### config.mk
export PLATFORM = sky130hd
export DESIGN_NAME = reg_writeback_ctrl
export DESIGN_NICKNAME = d
export VERILOG_FILES = /design/src/rtl/rb_pkg.sv /design/src/rtl/wb_fifo.sv /design/src/rtl/reg_writeback_ctrl.sv
export SDC_FILE = /design/constraint.sdc
export NUM_CORES = 1
export LEC_CHECK = 0
export ABC_AREA = 1
export ABC_CLOCK_PERIOD_IN_PS = 2800
export CORE_MARGIN = 2
export CORE_UTILIZATION = 50
export CTS_CLUSTER_DIAMETER = 60
export DETAILED_ROUTE_END_ITERATION = 10
export PLACE_DENSITY_LB_ADDON = 0.3
export SYNTH_ARGS = -nofsm -noshare
export SYNTH_HDL_FRONTEND = slang
export SYNTH_SLANG_ARGS = --single-unit
### constraint.sdc
create_clock -name i_clk -period 2.8 [get_ports i_clk]
set_input_delay 0.56 -clock i_clk [delete_from_list [all_inputs] [get_ports i_clk]]
set_output_delay 0.56 -clock i_clk [all_outputs]
set_load 0.005 [all_outputs]
### src/rtl/rb_pkg.sv
// Shared types and sizes for the register bank, its writeback front end and hazard unit.
// No logic here: constants, the writeback entry type and a one-hot decode helper.
// Backpressure: not applicable.
package rb_pkg;

    localparam int DATA_W   = 32;
    localparam int ADDR_W   = 4;
    localparam int NREG     = 2 ** ADDR_W;
    localparam int WB_DEPTH = 4;

    typedef struct packed {
        logic [ADDR_W-1:0] rd;
        logic [DATA_W-1:0] data;
    } wb_entry_t;

    // One-hot decode of a register index into a NREG-wide mask.
    function automatic logic [NREG-1:0] rd_onehot(input logic [ADDR_W-1:0] idx);
        return NREG'(1) << idx;
    endfunction

endpackage

### src/rtl/wb_fifo.sv
// In-order FIFO of writeback entries with per-entry valid/rd taps for the busy mask.
// Latency: an entry pushed at edge k is visible at the head after edge k.
// Backpressure: caller must not push when full or pop when empty; flush wins over both.
module wb_fifo
    import rb_pkg::*;
#(
    parameter int DEPTH = WB_DEPTH,
    parameter int PW    = $clog2(DEPTH),
    parameter int CW    = PW + 1
) (
    input  logic                          i_clk,
    input  logic                          i_rst_n,
    input  logic                          i_push,
    input  wb_entry_t                     i_push_dat,
    input  logic                          i_pop,
    input  logic                          i_flush,
    output wb_entry_t                     o_head_dat,
    output logic                          o_full,
    output logic                          o_empty,
    output logic [CW-1:0]                 o_count,
    output logic [DEPTH-1:0]              o_ent_vld,
    output logic [DEPTH-1:0][ADDR_W-1:0]  o_ent_rd
);

    wb_entry_t       r_mem [DEPTH];
    logic [PW-1:0]   r_wr_ptr;
    logic [PW-1:0]   r_rd_ptr;
    logic [CW-1:0]   r_count;

    // Pointer/count bookkeeping and storage writes; flush empties the queue in one edge.
    always_ff @(posedge i_clk or negedge i_rst_n) begin
        if (!i_rst_n) begin
            r_wr_ptr <= '0;
            r_rd_ptr <= '0;
            r_count  <= '0;
            for (int i = 0; i < DEPTH; i++) begin
                r_mem[i] <= '0;
            end
        end else if (i_flush) begin
            r_wr_ptr <= '0;
            r_rd_ptr <= '0;
            r_count  <= '0;
        end else begin
            if (i_push) begin
                r_mem[r_wr_ptr] <= i_push_dat;
                r_wr_ptr        <= r_wr_ptr + PW'(1);
            end
            if (i_pop) begin
                r_rd_ptr <= r_rd_ptr + PW'(1);
            end
            r_count <= r_count + CW'(i_push) - CW'(i_pop);
        end
    end

    assign o_head_dat = r_mem[r_rd_ptr];
    assign o_full     = (r_count == CW'(DEPTH));
    assign o_empty    = (r_count == '0);
    assign o_count    = r_count;

    // A slot holds a live entry when its distance from the read pointer is below count.
    always_comb begin
        o_ent_vld = '0;
        o_ent_rd  = '0;
        for (int i = 0; i < DEPTH; i++) begin
            logic [PW-1:0] off;
            off          = PW'(i) - r_rd_ptr;
            o_ent_vld[i] = ({1'b0, off} < r_count);
            o_ent_rd[i]  = r_mem[i].rd;
        end
    end

endmodule

### src/rtl/reg_writeback_ctrl.sv
// Arbitrates ALU/memory writebacks into a FIFO and drives the bank write port, one per cycle.
// Latency: accepted at edge k -> write presented after edge k+1, committed by the bank at k+2.
// Backpressure: readys drop when full or flushing; memory has fixed priority over ALU.
module reg_writeback_ctrl
    import rb_pkg::*;
#(
    parameter int DEPTH = WB_DEPTH
) (
    input  logic              i_clk,
    input  logic              i_rst_n,
    input  logic              i_mem_valid,
    output logic              o_mem_ready,
    input  logic [ADDR_W-1:0] i_mem_rd,
    input  logic [DATA_W-1:0] i_mem_data,
    input  logic              i_alu_valid,
    output logic              o_alu_ready,
    input  logic [ADDR_W-1:0] i_alu_rd,
    input  logic [DATA_W-1:0] i_alu_data,
    input  logic              i_hold,
    input  logic              i_flush,
    output logic              o_write,
    output logic [ADDR_W-1:0] o_write_port,
    output logic [DATA_W-1:0] o_write_data,
    output logic [NREG-1:0]   o_busy_mask
);

    localparam int CW = $clog2(DEPTH) + 1;

    logic                         w_full;
    logic                         w_empty;
    logic [CW-1:0]                w_count;
    logic                         w_push;
    logic                         w_pop;
    wb_entry_t                    w_push_dat;
    wb_entry_t                    w_head;
    logic [DEPTH-1:0]             w_ent_vld;
    logic [DEPTH-1:0][ADDR_W-1:0] w_ent_rd;

    logic              r_write;
    logic [ADDR_W-1:0] r_write_port;
    logic [DATA_W-1:0] r_write_data;

    // Full is the pre-edge state, so a same-cycle pop never frees room for a push.
    assign o_mem_ready = i_rst_n && !w_full && !i_flush;
    assign o_alu_ready = i_rst_n && !w_full && !i_flush && !i_mem_valid;
    assign w_push      = (i_mem_valid && o_mem_ready) || (i_alu_valid && o_alu_ready);
    assign w_pop       = !w_empty && !i_hold && !i_flush;

    // Select the winning request's payload; memory wins whenever it is valid.
    always_comb begin
        w_push_dat = '0;
        if (i_mem_valid) begin
            w_push_dat.rd   = i_mem_rd;
            w_push_dat.data = i_mem_data;
        end else begin
            w_push_dat.rd   = i_alu_rd;
            w_push_dat.data = i_alu_data;
        end
    end

    wb_fifo #(
        .DEPTH (DEPTH)
    ) u_fifo (
        .i_clk      (i_clk),
        .i_rst_n    (i_rst_n),
        .i_push     (w_push),
        .i_push_dat (w_push_dat),
        .i_pop      (w_pop),
        .i_flush    (i_flush),
        .o_head_dat (w_head),
        .o_full     (w_full),
        .o_empty    (w_empty),
        .o_count    (w_count),
        .o_ent_vld  (w_ent_vld),
        .o_ent_rd   (w_ent_rd)
    );

    // Output register: strobe follows the pop; index/data hold their last value when idle.
    always_ff @(posedge i_clk or negedge i_rst_n) begin
        if (!i_rst_n) begin
            r_write      <= 1'b0;
            r_write_port <= '0;
            r_write_data <= '0;
        end else begin
            r_write <= w_pop;
            if (w_pop) begin
                r_write_port <= w_head.rd;
                r_write_data <= w_head.data;
            end
        end
    end

    assign o_write      = r_write;
    assign o_write_port = r_write_port;
    assign o_write_data = r_write_data;

    // Busy mask: every queued destination plus the one currently being presented.
    always_comb begin
        o_busy_mask = '0;
        for (int i = 0; i < DEPTH; i++) begin
            if (w_ent_vld[i]) begin
                o_busy_mask = o_busy_mask | rd_onehot(w_ent_rd[i]);
            end
        end
        if (r_write) begin
            o_busy_mask = o_busy_mask | rd_onehot(r_write_port);
        end
    end

    // Occupancy sanity: count never exceeds depth and agrees with the empty flag.
    always @(posedge i_clk) begin
        if (i_rst_n) begin
            assert (w_count <= CW'(DEPTH));
            assert (w_empty == (w_count == '0));
        end
    end

endmodule
### After elaboration in Yosys (flattened, before gate mapping)

Index checks and enable logic that the tools add are counted.

* add/sub/neg operators: 8
* order comparisons: 7
* eq/ne operators: 1
* shifts and indexed selects: 5
* muxes and demuxes: 17
* bitwise logic cells: 7
* reduce and logical (&&, ||, !) cells: 18

Operators with widths (count)
* 144-bit bitwise mux: 1
* 36-bit 2-to-1 mux: 4
* 16-bit 2-to-1 mux: 5
* 1-bit by 4-bit left shift with 16-bit output, first input constant: 5
* 36-bit binary-select mux with 2-bit select: 1
* 36-bit demux with 2-bit select: 1
* 16-bit OR: 4
* 2-bit by 3-bit < comparator with 1-bit output: 4
* 1-bit logical AND: 8
* 2-bit 2-to-1 mux: 4
* 3-bit greater-or-equal comparator, second input constant: 2
* 2-bit NOT with 3-bit output: 2
* 1-bit logical NOT: 5
* 2-bit by 1-bit adder with 2-bit output, second input constant: 2
* 2-bit nonzero test: 2
* 1-bit by 2-bit subtractor with 2-bit output, first input constant: 2
* 2-bit subtractor, first input constant: 2
* 3-bit by 1-bit adder with 3-bit output: 1
* 3-bit equality test, second input constant: 1
* 3-bit logical NOT: 1
* 3-bit by 1-bit < comparator with 1-bit output, second input constant: 1
* 3-bit 2-to-1 mux: 1
* 3-bit by 1-bit subtractor with 3-bit output: 1
* 2-bit AND reduction: 1
* other kinds (2): 2

* register bits: 188
* input bits: 78
* output and inout port bits: 55
* word-level logic and storage cells: 77

### Depth between registers and ports, before layout

* depth in word-level cells: 11
* depth in mapped cells: 13

### By module

A second synthesis with hierarchy kept.

* cells, all modules: 1309
* area total of the unflattened synthesis: 9735.6 µm²

By module, submodules not included
* wb_fifo: instances 1, cells each 790, area an instance 6841.6 µm², sequential area each 3778.6 µm²
* reg_writeback_ctrl: instances 1, cells each 519, area an instance 2894.0 µm², sequential area each 925.9 µm²

### Least setup slack after synthesis

Ideal clock, no wire load.

* kind: register to output
* start: register u_fifo.r_rd_ptr[0]
* end: output o_busy_mask[5]
* data arrival time: 1.685 ns
* data required time: 2.240 ns
* setup slack: 0.555 ns
* cell stages (with the launch flop): 12
* path buffers: 1
* path through: dfrtp_1 > nor2_2 > nor2_1 > ha_1 > inv_1 > nor2_1 > nand2_2 > nand2_4 > buf_6 > nor2_1 > nor2_1 > nand3_1

* cells in the longest elaborated chain, start to end: 11
* elaborated cells between the ends (all ways): 17
* those cells by class: add/sub (4); order compare (4); mux (5); bitwise (4)

RTL lines
* from (decl): RTL line wb_fifo.sv:27 `logic [PW-1:0] r_rd_ptr;`
* from (signal assigned): RTL line wb_fifo.sv:49 `r_rd_ptr <= r_rd_ptr + PW'(1);`
* 1-bit by 2-bit subtractor with 2-bit output: RTL line wb_fifo.sv:66 `off = PW'(i) - r_rd_ptr;`
* 2-bit by 3-bit < comparator with 1-bit output: RTL line wb_fifo.sv:67 `o_ent_vld[i] = ({1'b0, off} < r_count);`
* 16-bit 2-to-1 mux: RTL line reg_writeback_ctrl.sv:101 `if (w_ent_vld[i]) begin`
* 16-bit OR: RTL line reg_writeback_ctrl.sv:102 `o_busy_mask = o_busy_mask | rd_onehot(w_ent_rd[i]);`
* 16-bit 2-to-1 mux: RTL line reg_writeback_ctrl.sv:101
* 16-bit OR: RTL line reg_writeback_ctrl.sv:102
* 16-bit 2-to-1 mux: RTL line reg_writeback_ctrl.sv:101
* 16-bit OR: RTL line reg_writeback_ctrl.sv:102
* 16-bit 2-to-1 mux (*): RTL line reg_writeback_ctrl.sv:101
* 16-bit OR: RTL line reg_writeback_ctrl.sv:106 `o_busy_mask = o_busy_mask | rd_onehot(r_write_port);`
* 16-bit 2-to-1 mux (*): RTL line reg_writeback_ctrl.sv:105 `if (r_write) begin`
* to (decl): RTL line reg_writeback_ctrl.sv:24 `output logic [NREG-1:0] o_busy_mask`

Every way passes the cells marked *; elsewhere a longest branch is shown, timed or not.

### Final worst setup path

* start: register u_fifo.r_rd_ptr[1]
* end: output o_busy_mask[9]

Same word-level chain as after synthesis.

==> results by group <==
Run status
  • Status: finished, violations left
  • Failing checks: setup timing

Finish
  • Fill cell count: 1,689
  • # diodes: 0
  • Register Area: ~4700 µm²
  • Nets: about 1,400
  • Area grow syn2layout: 23.3%
  • Final Instance Area: 12,000 µm²
  • Share of cells above drive strength 1: 13.4%
  • Non-Filler Instances: about 1,600
  • Area of the multi-input gates: approximately 4500 µm²

Route
  • Pre-Repair DR Iteration Count: 7
  • Final WL: 25.3 mm
  • Antenna-violating nets left: 0
  • Initial drt markers: just under 700
  • DRC: 0
  • Drt wl/cell: 15.8 µm
  • Via density: 5.36
  • Vias: 8,550

Timing
  • RSZ-0062 raised after global routing: true
  • Setup TNS: -0.762 ns
  • Max-slew violations: 0
  • Final hold violation count: 0
  • Min Tclk post-route: 2.90 ns
  • Tightest Pin Transition: 0.805 ns
  • Layout Skew: around 0.014 ns
  • Fin crit share: 104%
  • Max_slew headroom: a little under half
  • Setup violations, final: 14
  • Maximum clock rate: 0.345 GHz
  • Setup ws final: -0.0985 ns

GRT
  • Largest net degree at the start of global routing: 73
  • Vias in the first global route: between 8,000 and 9,000
  • Total GRT Usage: 25.8%
  • Congestion Overflow GR: 0
  • First-pass GRT wire length: 41.6 mm
  • Antenna violations before repair: 0

Logic synthesis
  • Post-synthesis instance total: 1,184
  • Seq/Total Area, Yosys: between 40% and 50%
  • Compound-gate portion of the synthesized area: 8.78%
  • Mapped Area: 9760 µm²
  • Synthesized-area fraction occupied by xor and xnor cells: less than 1%
  • Synth warn: 0
  • Largest family of logic cells by synthesized area: simple AND/OR/NAND/NOR gates
  • Number of synthesized register bits: around 190
  • Syn avg cell area: between 8 and 9 µm²
  • Syn Nets: between 1,000 and 1,500
  • Post-Synth Simple-Gate Area: 30.2%
  • Library cells used by synthesis: 31
  • Post-Synth Adder-Cell Area: 1.36%
  • Multiplexer share of the synthesized area: 3.69%

Floorplanning
  • Die Area: around 21,000 µm²
  • Die height: 144 µm
  • Rows: 51
  • Core area: 19,300 µm²
  • Starting Density: 50.5%
  • I/O pin count: 133
  • Die span in x: around 140 µm

Pwr
  • Combinational share of power: 41.9%
  • Maximum VDD drop: 0.000455 V
  • Int Pwr: slightly above 0.007 W
  • Sw Pwr: 0.00447 W
  • Seq pwr share: between 30% and 40%
  • Lkg Pwr: 5.60 nW
  • Sw Ratio: 38.3%
  • Clock share of power: 19.9%
  • PwrDens: 971 nW/µm²
  • Overall power: 0.0117 W

Placed design
  • Worst slack, placed: 0.0997 ns
  • DP Area: 11,100 µm²
  • Hpwl dp: between 15 and 20 mm
  • # placed instances: 1,538
  • Placer congestion estimate: 0.897
  • Port Buf Inserts: 132

Worst setup path
  • R2r worst-path depth: 12
  • RR Endpoint: u_fifo.o_count[2]
  • CP startpoint kind: register
  • Worst setup path class: register to primary output
  • Worst path required time: 2.24 ns
  • Worst path arrival time: 2.34 ns
  • Crit. End Element: primary output
  • Reg2reg start: u_fifo.o_count[1]
  • Slowest cell on the critical path: dfrtp_2
  • Worst path max stage delay: 0.46 ns
  • Largest fanout on the critical path: 5
  • R2r setup slk: 0.61 ns
  • Crit-path cells: nor2_4, nor2_4, ha_4, inv_2, nor2_2, nand2_2, buf_4, nand2_4, buf_6, buf_4, nor2_1, nor2_1, nand3_1, buf_2

CTS
  • Clock root buffer: clkbuf_16
  • Clock tree from TritonCTS: done
  • Clock Pin Slew Worst Setup and Hold Paths: ~0.07 ns
  • Worst-Skew Late Latency: 0.43 ns
  • CTS max path bufs: 2
  • H-tree depth: 4
  • Total CTS buffers: 17
  • Number of clock sinks: approximately 190

Min path
  • Worst min-delay path class: input pin to asynchronous set/reset pin

Job
  • Total of max-cap violations: 0
==> sequential cells by signal, indices dropped and copies added (netlist names) <==
signal and cells:
o_write_port 4, u_fifo.r_mem 128, u_fifo.o_ent_rd 16, o_write_data 32
o_write 1, u_fifo.r_rd_ptr 2, u_fifo.r_wr_ptr 2, u_fifo.o_count 3
==> stage by stage <==
step                      utilization (%)  hold slack, ns
after floorplan                         -           0.264
after global placement               57.5           0.464
after detailed placement             57.5           0.465
after CTS                            61.6           0.378
after global routing                 62.2           0.415
final                                62.2           0.345
==> layout make-up <==
cell class                      instances  area share, %
Inverter                               47           1.53
Multi-Input combinational cell        883           37.2
Clock buffer                           18           3.65
Timing Repair Buffer                  182           14.8
Clock inverter                         13           1.04
Tap cell                              265           2.75
Sequential cell                       188           39.1
==> worst max-delay path by stage <==
| stage | start | to | slack [ns] | depth (start not counted) |
|---|---|---|---|---|
| 5_1_grt | u_fifo.r_rd_ptr[1] | o_busy_mask[14] | -0.22 | 14 |
| 3_3_place_gp | u_fifo.r_rd_ptr[1] | o_busy_mask[13] | 0.12 | 11 |
| 6_report | u_fifo.r_rd_ptr[1] | o_busy_mask[9] | -0.1 | 14 |
| 4_1_cts | u_fifo.r_rd_ptr[1] | o_busy_mask[2] | -0.18 | 10 |
| 2_1_floorplan | u_fifo.r_rd_ptr[0] | o_busy_mask[5] | 0.56 | 11 |
| 3_5_place_dp | i_flush | u_fifo.o_count[2] | 0.1 | 13 |
==> cells in the mapped netlist <==
| cell | number | area, µm² |
|---|---|---|
| a21oi_1 | 1 | 5.00 |
| and2_2 | 1 | 7.51 |
| buf_2 | 15 | 75.1 |
| buf_4 | 6 | 45.0 |
| buf_6 | 36 | 405 |
| clkbuf_1 | 9 | 33.8 |
| clkinv_1 | 1 | 3.75 |
| dfrtp_1 | 188 | 4700 |
| dlygate4sd1_1 | 1 | 8.76 |
| fa_1 | 1 | 20.0 |
| ha_1 | 9 | 113 |
| inv_1 | 40 | 150 |
| inv_2 | 5 | 18.8 |
| inv_6 | 1 | 8.76 |
| mux2i_1 | 36 | 360 |
| nand2_1 | 440 | 1650 |
| nand2_2 | 5 | 31.3 |
| nand2_4 | 1 | 11.3 |
| nand3_1 | 33 | 165 |
| nand3_2 | 1 | 10.0 |
| nand3_4 | 6 | 105 |
| nand4_1 | 82 | 513 |
| nor2_1 | 101 | 379 |
| nor2_2 | 4 | 25.0 |
| nor2_4 | 2 | 22.5 |
| nor3_1 | 6 | 30.0 |
| o21ai_0 | 7 | 35.0 |
| o21ai_1 | 120 | 601 |
| o21ai_2 | 24 | 210 |
| o22ai_1 | 1 | 6.26 |
| xor2_1 | 1 | 8.76 |
==> cell usage in the layout (no fill, tap or decap), drive strengths merged, types with 2 or more instances in the layout <==
cell and n:
buf 65, clkbuf 20, clkdlybuf4s50 114, clkinv 5
clkinvlp 2, dfrtp 188, ha 9, inv 53
mux2i 36, nand2 447, nand3 40, nand4 82
nor2 107, nor3 6, o21ai 151
==> power groups by stage <==
stage                     registers, W  clock network (W)  logic, W
final                          0.00446            0.00232   0.00490
after global routing           0.00459            0.00248   0.00543
after CTS                      0.00443            0.00236   0.00460
after detailed placement       0.00447                  0   0.00396
after global placement         0.00445                  0   0.00387
after floorplan                0.00420                  0   0.00284
==> metal layers <==
layer / share of wire, % / global-route usage, % / vias to the layer above / wire, µm
met5: 0 / 0 / - / 0
met3: 4.7 / 3.97 / 47 / 1190
met1: 44 / 34.8 / 4087 / 11200
met4: 3.2 / 10.7 / 0 / 807
li1: - / - / 4168 / -
met2: 48 / 41.9 / 248 / 12100
==> critical path, delay by kind of cell, from the launching register on <==
family,cells,cell delay (ns)
and+or+nand+nor,8,0.67
buffers and inverters,5,0.53
DFF,1,0.46
adders and majority gates,1,0.26
==> what timing repair did <==
item                       in CTS  in global routing
setup endpoints to repair      16                 16
hold buffers                    0                  0
setup buffers                  19                  8
resized for setup              94                 18
cloned                          1                  0
pin swaps                      26                 21
==> cell families after synthesis <==
logic type,Yosys count
multiplexers,36
AO/OA/AOI/OAI,153
AND/OR/NAND/NOR,682
buffers and inverters,114
adder cells (fa/ha/maj),10
flip-flops,188
XOR/XNOR,1
(Power assumes the default switching activity.)
